File: src/rtl/traffic_conflict_monitor.sv
// traffic_conflict_monitor: safety monitor latching lamp conflict/sequence/timing faults and driving all-red flash
module traffic_conflict_monitor #(
  parameter int YEL_MIN   = 5,
  parameter int SG_MAX    = 10,
  parameter int FLASH_DIV = 4
) (
  input  logic       clk,
  input  logic       rst,
  input  logic       hwr,
  input  logic       hwy,
  input  logic       hwg,
  input  logic       swr,
  input  logic       swy,
  input  logic       swg,
  input  logic       clr,
  output logic       fault,
  output logic [2:0] fault_code,
  output logic       flash,
  output logic       ok
);
  typedef enum logic [1:0] {A_R, A_Y, A_G, A_X} asp_t;
  typedef enum logic {MONITOR, FAULT} state_t;
  localparam logic [7:0] YM = 8'(YEL_MIN);
  localparam logic [7:0] SM = 8'(SG_MAX);
  localparam logic [7:0] FD = 8'(FLASH_DIV - 1);
  function automatic asp_t dec(input logic r, input logic y, input logic g);
    return ({r, y, g} == 3'b100) ? A_R : ({r, y, g} == 3'b010) ? A_Y : ({r, y, g} == 3'b001) ? A_G : A_X;
  endfunction
  function automatic logic bad_step(input asp_t p, input asp_t c);
    return c != A_X && c != p && !((p == A_G && c == A_Y) || (p == A_Y && c == A_R) || (p == A_R && c == A_G));
  endfunction
  function automatic logic [7:0] sat(input logic [7:0] x);
    return (x == 8'hff) ? x : x + 8'd1;
  endfunction
  state_t state, state_n;
  asp_t hw_a, sw_a, hw_p, sw_p;
  logic [7:0] hy_cnt, sy_cnt, sg_cnt, div;
  logic c1, c2, c3, c4, c5, clr_ok;
  logic [2:0] code;
  assign hw_a = dec(hwr, hwy, hwg);
  assign sw_a = dec(swr, swy, swg);
  // Per-sample rule checks; a lit yellow or green lamp makes an approach non-red even when the decode is illegal
  always_comb begin
    c1 = (hwy | hwg) & (swy | swg);
    c2 = hw_a == A_X || sw_a == A_X;
    c3 = bad_step(hw_p, hw_a) || bad_step(sw_p, sw_a);
    c4 = (hw_p == A_Y && hw_a == A_R && hy_cnt < YM) || (sw_p == A_Y && sw_a == A_R && sy_cnt < YM);
    c5 = sw_a == A_G && sg_cnt >= SM;
    code = c1 ? 3'd1 : c2 ? 3'd2 : c3 ? 3'd3 : c4 ? 3'd4 : c5 ? 3'd5 : 3'd0;
  end
  // Next state: first violation latches, a clear only counts when the lamps are legal and conflict-free
  always_comb begin
    state_n = state;
    clr_ok = state == FAULT && clr && !c1 && !c2;
    if (state == MONITOR && code != 3'd0) state_n = FAULT;
    if (clr_ok) state_n = MONITOR;
  end
  // State register
  always_ff @(posedge clk or posedge rst)
    if (rst) state <= MONITOR;
    else state <= state_n;
  // Fault code, flash divider, run counters and previous aspects
  always_ff @(posedge clk or posedge rst) begin
    if (rst) begin
      fault_code <= 3'd0;
      flash <= 1'b0;
      div <= 8'd0;
      hy_cnt <= 8'd0;
      sy_cnt <= 8'd0;
      sg_cnt <= 8'd0;
      hw_p <= A_G;
      sw_p <= A_R;
    end else if (state == MONITOR) begin
      if (code != 3'd0) begin
        fault_code <= code;
        flash <= 1'b1;
      end
      div <= 8'd0;
      hy_cnt <= (hw_a == A_Y) ? sat(hy_cnt) : 8'd0;
      sy_cnt <= (sw_a == A_Y) ? sat(sy_cnt) : 8'd0;
      sg_cnt <= (sw_a == A_G) ? sat(sg_cnt) : 8'd0;
      if (hw_a != A_X) hw_p <= hw_a;
      if (sw_a != A_X) sw_p <= sw_a;
    end else if (clr_ok) begin
      fault_code <= 3'd0;
      flash <= 1'b0;
      div <= 8'd0;
      hy_cnt <= 8'd0;
      sy_cnt <= 8'd0;
      sg_cnt <= 8'd0;
      hw_p <= hw_a;
      sw_p <= sw_a;
    end else begin
      div <= (div == FD) ? 8'd0 : div + 8'd1;
      flash <= (div == FD) ? ~flash : flash;
    end
  end
  assign fault = state == FAULT;
  assign ok = state == MONITOR && code == 3'd0;
endmodule

File: config.mk
export PLATFORM = sky130hd
export DESIGN_NAME = traffic_conflict_monitor
export DESIGN_NICKNAME = d
export VERILOG_FILES = /design/src/rtl/traffic_conflict_monitor.sv
export SDC_FILE = /design/constraint.sdc
export NUM_CORES = 1
export LEC_CHECK = 0
export BUFFER_PORTS_ARGS = -buffer_cell sky130_fd_sc_hd__buf_2
export CAP_MARGIN = 20
export CORE_MARGIN = 3
export CORE_UTILIZATION = 57
export CTS_BUF_LIST = sky130_fd_sc_hd__clkbuf_8
export CTS_CLUSTER_DIAMETER = 80
export DETAILED_ROUTE_END_ITERATION = 12
export PLACE_DENSITY_LB_ADDON = 0.3
export REMOVE_ABC_BUFFERS = 1
export SYNTH_ARGS = -nofsm -noshare
export SYNTH_HDL_FRONTEND = slang
export SYNTH_SLANG_ARGS = --single-unit
File: constraint.sdc
create_clock -name clk -period 1.8 [get_ports clk]
set_input_delay 0.36 -clock clk [delete_from_list [all_inputs] [get_ports clk]]
set_output_delay 0.36 -clock clk [all_outputs]
set_load 0.1 [all_outputs]
# [Yosys cells after proc, flatten, opt, wreduce, memory -nomap -nowiden]
# Cells that the tools add are included.
[word_totals] register_bits=41 in_bits=9
[classes] add_sub_neg=4 magnitude_cmp=3 n_eq_ne=29 muxes=39 bitwise_logic=5 n_reduce_logical=46
[op_table] op="$mux 8" n=13
[op_table] op="$add 8x1->8 const B" n=4
[op_table] op="$eq 8x8->1 const B" n=3
[op_table] op="$mux 3" n=8
[op_table] op="$mux 2" n=10
[op_table] op="$logic_and 1x1->1" n=18
[op_table] op="$lt 8x3->1 const B" n=2
[op_table] op="$reduce_and 2->1" n=7
[op_table] op="$eq 2x2->1 const B" n=6
[op_table] op="$ne 3x3->1 const B" n=3
[op_table] op="$eq 2x1->1 const B" n=4
[op_table] op="$eq 8x2->1 const B" n=1
[op_table] op="$ge 8x4->1 const B" n=1
[op_table] op="$logic_not 2->1" n=4
[op_table] op="$mux 1" n=8
[op_table] op="$reduce_bool 2->1" n=4
[op_table] op="$logic_or 1x1->1" n=7
[op_table] op="$eq 3x1->1 const B" n=2
[op_table] op="$eq 3x2->1 const B" n=2
[op_table] op="$eq 3x3->1 const B" n=2
[op_table] op="$logic_not 1->1" n=4
[op_table] op="$ne 2x2->1" n=2
[op_table] op="$ne 2x2->1 const B" n=2
[op_table] op="$logic_not 3->1" n=1
[op_table] op="other kinds (6)" n=8

# [Logic depth before layout (Yosys ltp)]
[depth] word_depth=18 depth_mapped=7 ltp_nobuf=7

# [Least setup slack after synthesis]
# OpenSTA, ideal clock, no wires.
[synth_timing] path_type="reg-to-reg" startpoint="register state (netlist: fault)" endpoint="register sg_cnt[7]" t_arrival_ns=2.280 slack_ns=-0.546 stages_incl_launch_ff=6 path_buffers=0 path_cell_list="dfrtp_1 > or4b_4 > nor4_2 > or4b_1 > or4_1 > nand2_1"
[synth_between] elab_chain_cells=5 elab_cells_between_ends=7 classes_between="eq/ne (2); mux (1); reduce/logical (4)"
[synth_lines] item="from (decl)" line_no="35" rtl="state_t state, state_n;"
[synth_lines] item="from (signal assigned)" line_no="61" rtl="else state <= state_n;"
[synth_lines] item="$logic_and 1x1->1 (3 in a row)" line_no="54" rtl="clr_ok = state == FAULT && clr && !c1 && !c2;"
[synth_lines] item="$ne 2x1->1 (no source line)"
[synth_lines] item="$reduce_and 2->1 (no source line)"
[synth_lines] item="to (signal assigned)" line_no="81" rtl="sg_cnt <= (sw_a == A_G) ? sat(sg_cnt) : 8'd0;"
[synth_lines] item="to (decl)" line_no="37" rtl="logic [7:0] hy_cnt, sy_cnt, sg_cnt, div;"
# Several ways; a longest one is shown, not always the timed one.
# A chain may end at the register's enable or synchronous reset.

# [Worst setup path in the final report]
[layout_timing] startpoint="register sw_p[1]" endpoint="output port ok"
[layout_between] elab_chain_cells=12 elab_cells_between_ends=21 classes_between="eq/ne (3); mux (4); reduce/logical (14)"
[layout_lines] item="from (decl)" line_no="36" rtl="asp_t hw_a, sw_a, hw_p, sw_p;"
[layout_lines] item="from (signal assigned)" line_no="83" rtl="if (sw_a != A_X) sw_p <= sw_a;"
[layout_lines] item="from (signal assigned)" line_no="92" rtl="sw_p <= sw_a;"
[layout_lines] item="$eq 2x2->1 / $eq 2x1->1 (equally long branches)" line_no="30, 47"
[layout_lines] item="$logic_and 1x1->1, on equally long branches" line_no="30, 47"
[layout_lines] item="$logic_or 1x1->1 (2 in a row)" line_no="30" rtl="return c != A_X && c != p && !((p == A_G && c == A_Y) || (p == A_Y && c == A_R) || (p == A_R && c == A_G));"
[layout_lines] item="$logic_not 1->1" line_no="30"
[layout_lines] item="$logic_and 1x1->1" line_no="30"
[layout_lines] item="$logic_or 1x1->1" line_no="46" rtl="c3 = bad_step(hw_p, hw_a) || bad_step(sw_p, sw_a);"
[layout_lines] item="$mux 3 (*) (3 in a row)" line_no="49" rtl="code = c1 ? 3'd1 : c2 ? 3'd2 : c3 ? 3'd3 : c4 ? 3'd4 : c5 ? 3'd5 : 3'd0;"
[layout_lines] item="$logic_not 3->1 (*)" line_no="99" rtl="assign ok = state == MONITOR && code == 3'd0;"
[layout_lines] item="$logic_and 1x1->1 (*)" line_no="99"
[layout_lines] item="to (decl)" line_no="19" rtl="output logic ok"
# Every way passes the cells marked *; elsewhere a longest branch is shown, timed or not.

==> metrics.md <==
| Metric | Value |
|---|---|
| Layout fillers | 185 |
| FF+latch area | 1030 um2 |
| Syn Std Cell Area | between 2000 and 3000 um2 |
| PortBufs | 14 |
| Mapped Avg Cell Area | ~9.1 um2 |
| Prevailing post-synth register cell | dfrtp_1 |
| Layout cells sized above 1 | 0.407 |
| Flops & latches, synth | 41 |
| Gr usage total | 0.296 |
| Setup crit end kind | primary output |
| DP Wirelength | 4760 um |
| RSZ-0062 raised after global routing | yes |
| Static Leak | 1.70 nW |
| RR Endpoint | fault_code[0] |
| Num CTS Buffers | 5 |
| Worst-path maximum fanout | 4 |
| Die height | 73.7 um |
| Synth top area share | 0.384 |
| Count of final setup violators | 16 |
| Vias in the first global route | 2603 |
| Nets | 401 |
| Clock skew | about 0.007 ns |
| Pins Over Slew Limit | 0 |
| Worst skew pair latency | 0.31 ns |
| Seq/Total Area, Yosys | 0.394 |
| Worst-path clk slew | 0.09 ns |
| Status | finished, violations left |
| Syn. warnings | 0 |
| Die ar. | 5420 um2 |
| Cells after Synth | around 290 |
| Power Density | 792 nW/um2 |
| Drt pass-1 iters | 5 |
| Max VDD drop | 0.579 mV |
| Top cells by area, synth | dfrtp_1, a21oi_1, nor2_1 |
| Fin. Hold Viols | 0 |
| Commonest cells post-synth | dfrtp_1, nor2_1, a21oi_1, nand2_1 |
| Worst-Margin Slew | 0.537 ns |
| Critical Path RT | 1.44 ns |
| Longest Clk Path Bufs | 2 |
| Path depth of the worst reg2reg path | 7 |
| H-tree levels | 2 |
| Via count | 3106 |
| Crit start category | flop |
| Fmax | slightly below 0.4 GHz |
| Inst Count DP | 414 |
| Worst reg2reg startpoint | sw_p[0] |
| Place WS | -0.308 ns |
| Layout Area Growth over Synthesis | 43.6% |
| WL per Instance | 21.9 um |
| First-pass GRT wire length | 12300 um |
| CTS tree | built |
| Min-Delay Path Class | input port to asynchronous set/reset pin |
| Antenna-violating nets left | 0 |
| Critical path type | flop to primary output |
| Ys async rst share | 1.00 |
| Core area | roughly 4200 um2 |
| Largest net degree at the start of global routing | 42 |
| Max-cap violations | 0 |
| Pwr Total | 2.97 mW |
| Total grt overflow | 0 |
| Routability Congestion | just under 0.9 |
| Failing checks | negative setup slack |
| Non-filler cells, final | 436 |
| Final min period | 2.52 ns |
| Post-synth cell types | between 60 and 70 |
| Final TNS setup | -2.86 ns |
| Top-count cell post-synth | dfrtp_1 |
| # rows | 23 |
| Drt drc | 0 |
| Post-synth EDFFs | 0 |
| Die Wd | between 70 and 80 um |
| I/O Pins | 15 |
| Antenna cells | 0 |
| Iteration-0 DRC Markers | approximately 380 |
| Final std cell area, no fill | 3750 um2 |
| Slew headroom | 0.642 |
| R2R setup slack | -0.32 ns |
| Initial antenna violation count | 0 |
| Num Clock Sinks | 41 |
| Crit share post-route | 1.40 |
| Cell taking the most area after synthesis | dfrtp_1 |
| CTS root buf | clkbuf_8 |
| Placed instance area | 3250 um2 |
| Multi-input gate area | 1670 um2 |
| Critical path arrival | between 2 and 2.5 ns |
| Effective utilization at floorplan | 0.621 |
| DR vias/cell | 7.12 |
| Final WL | 9560 um |
| Setup ws final | -0.721 ns |
==> cell usage in the layout, fill, tap and decap left out, drive strengths merged, types with 7 or more instances in the layout <==
master,synthesis,routed
nand4,7,7
o31ai,7,7
and3,7,7
dfrtp,40,40
inv,15,15
nand3,15,15
a21oi,21,21
ha,7,7
a31oi,7,8
nor2,26,26
buf,13,104
nand2,20,20
o21ai,13,13
==> state kept, by name (all words and copies together), names as in the netlist <==
| signal | cells |
|---|---|
| sg_cnt | 8 |
| div | 8 |
| flash | 1 |
| sw_p | 2 |
| sy_cnt | 8 |
| hw_p | 2 |
| fault_code | 3 |
| fault | 1 |
| hy_cnt | 8 |
==> stage by stage <==
step,util,hold slack [ns]
6_report,0.892,0.167
3_5_place_dp,0.775,0.500
5_1_grt,0.892,0.212
4_1_cts,0.839,0.189
3_3_place_gp,0.775,0.490
2_1_floorplan,-,0.447
==> cell families after synthesis <==
kind of cell,Yosys count,synth area share
xor gates and xnor gates,8,0.0269
buffers and inverters,30,0.0580
muxes,2,0.00815
and+or+nand+nor,122,0.273
AOI/OAI and AO/OA,78,0.207
adders and majority gates,7,0.0336
DFF,41,0.394
==> routing by layer <==
layer  share of wire  GRT usage
met5               0          0
met1            0.38      0.377
met4           0.060      0.107
met3            0.10     0.0629
met2            0.46      0.494
==> layout make-up <==
class | count | share of cell area
Timing Repair Buffer | 104 | 0.217
Multi-Input combinational cell | 218 | 0.445
Sequential cell | 41 | 0.274
Clock buffer | 6 | 0.0220
Tap cell | 50 | 0.0167
Inverter | 15 | 0.0150
Clock inverter | 2 | 0.0100
==> report_power, final <==
| group | total [mW] | switching, mW | internal [mW] | leakage [nW] |
|---|---|---|---|---|
| logic | 1.02 | 0.636 | 0.383 | 1.10 |
| clock network | 0.799 | 0.347 | 0.451 | 0.0574 |
| registers | 1.15 | 0.111 | 1.04 | 0.541 |
| total | 2.97 | 1.09 | 1.87 | 1.70 |
==> what timing repair did <==
action / in CTS / in global routing
cloned: 0 / 1
pin swaps: 9 / 15
setup buffers: 8 / 8
endpoints found under the hold margin: 0 / 0
endpoints found under the setup margin: 23 / 37
hold buffers: 0 / 0
resized for setup: 21 / 36
==> critical path: stages (launching register included) <==
cell and delay, ns:
dfrtp_1 0.45, buf_4 0.17, nand2b_1 0.09, a21oi_1 0.06, nor4_2 0.46, nand4_1 0.28, inv_2 0.16, buf_12 0.18
==> how the worst max path moves through the flow <==
stage / slack (ns) / depth (start not counted) / endpoint / start
global route: -0.75 / 7 / ok / swy
global placement: -0.22 / 8 / ok / sg_cnt[0]
floorplan: -0.89 / 5 / sg_cnt[7] / fault
CTS: -0.50 / 8 / ok / sg_cnt[0]
finish: -0.72 / 7 / ok / sw_p[1]
detailed placement: -0.31 / 8 / ok / sg_cnt[0]
Power figures use the tool's default switching activity.
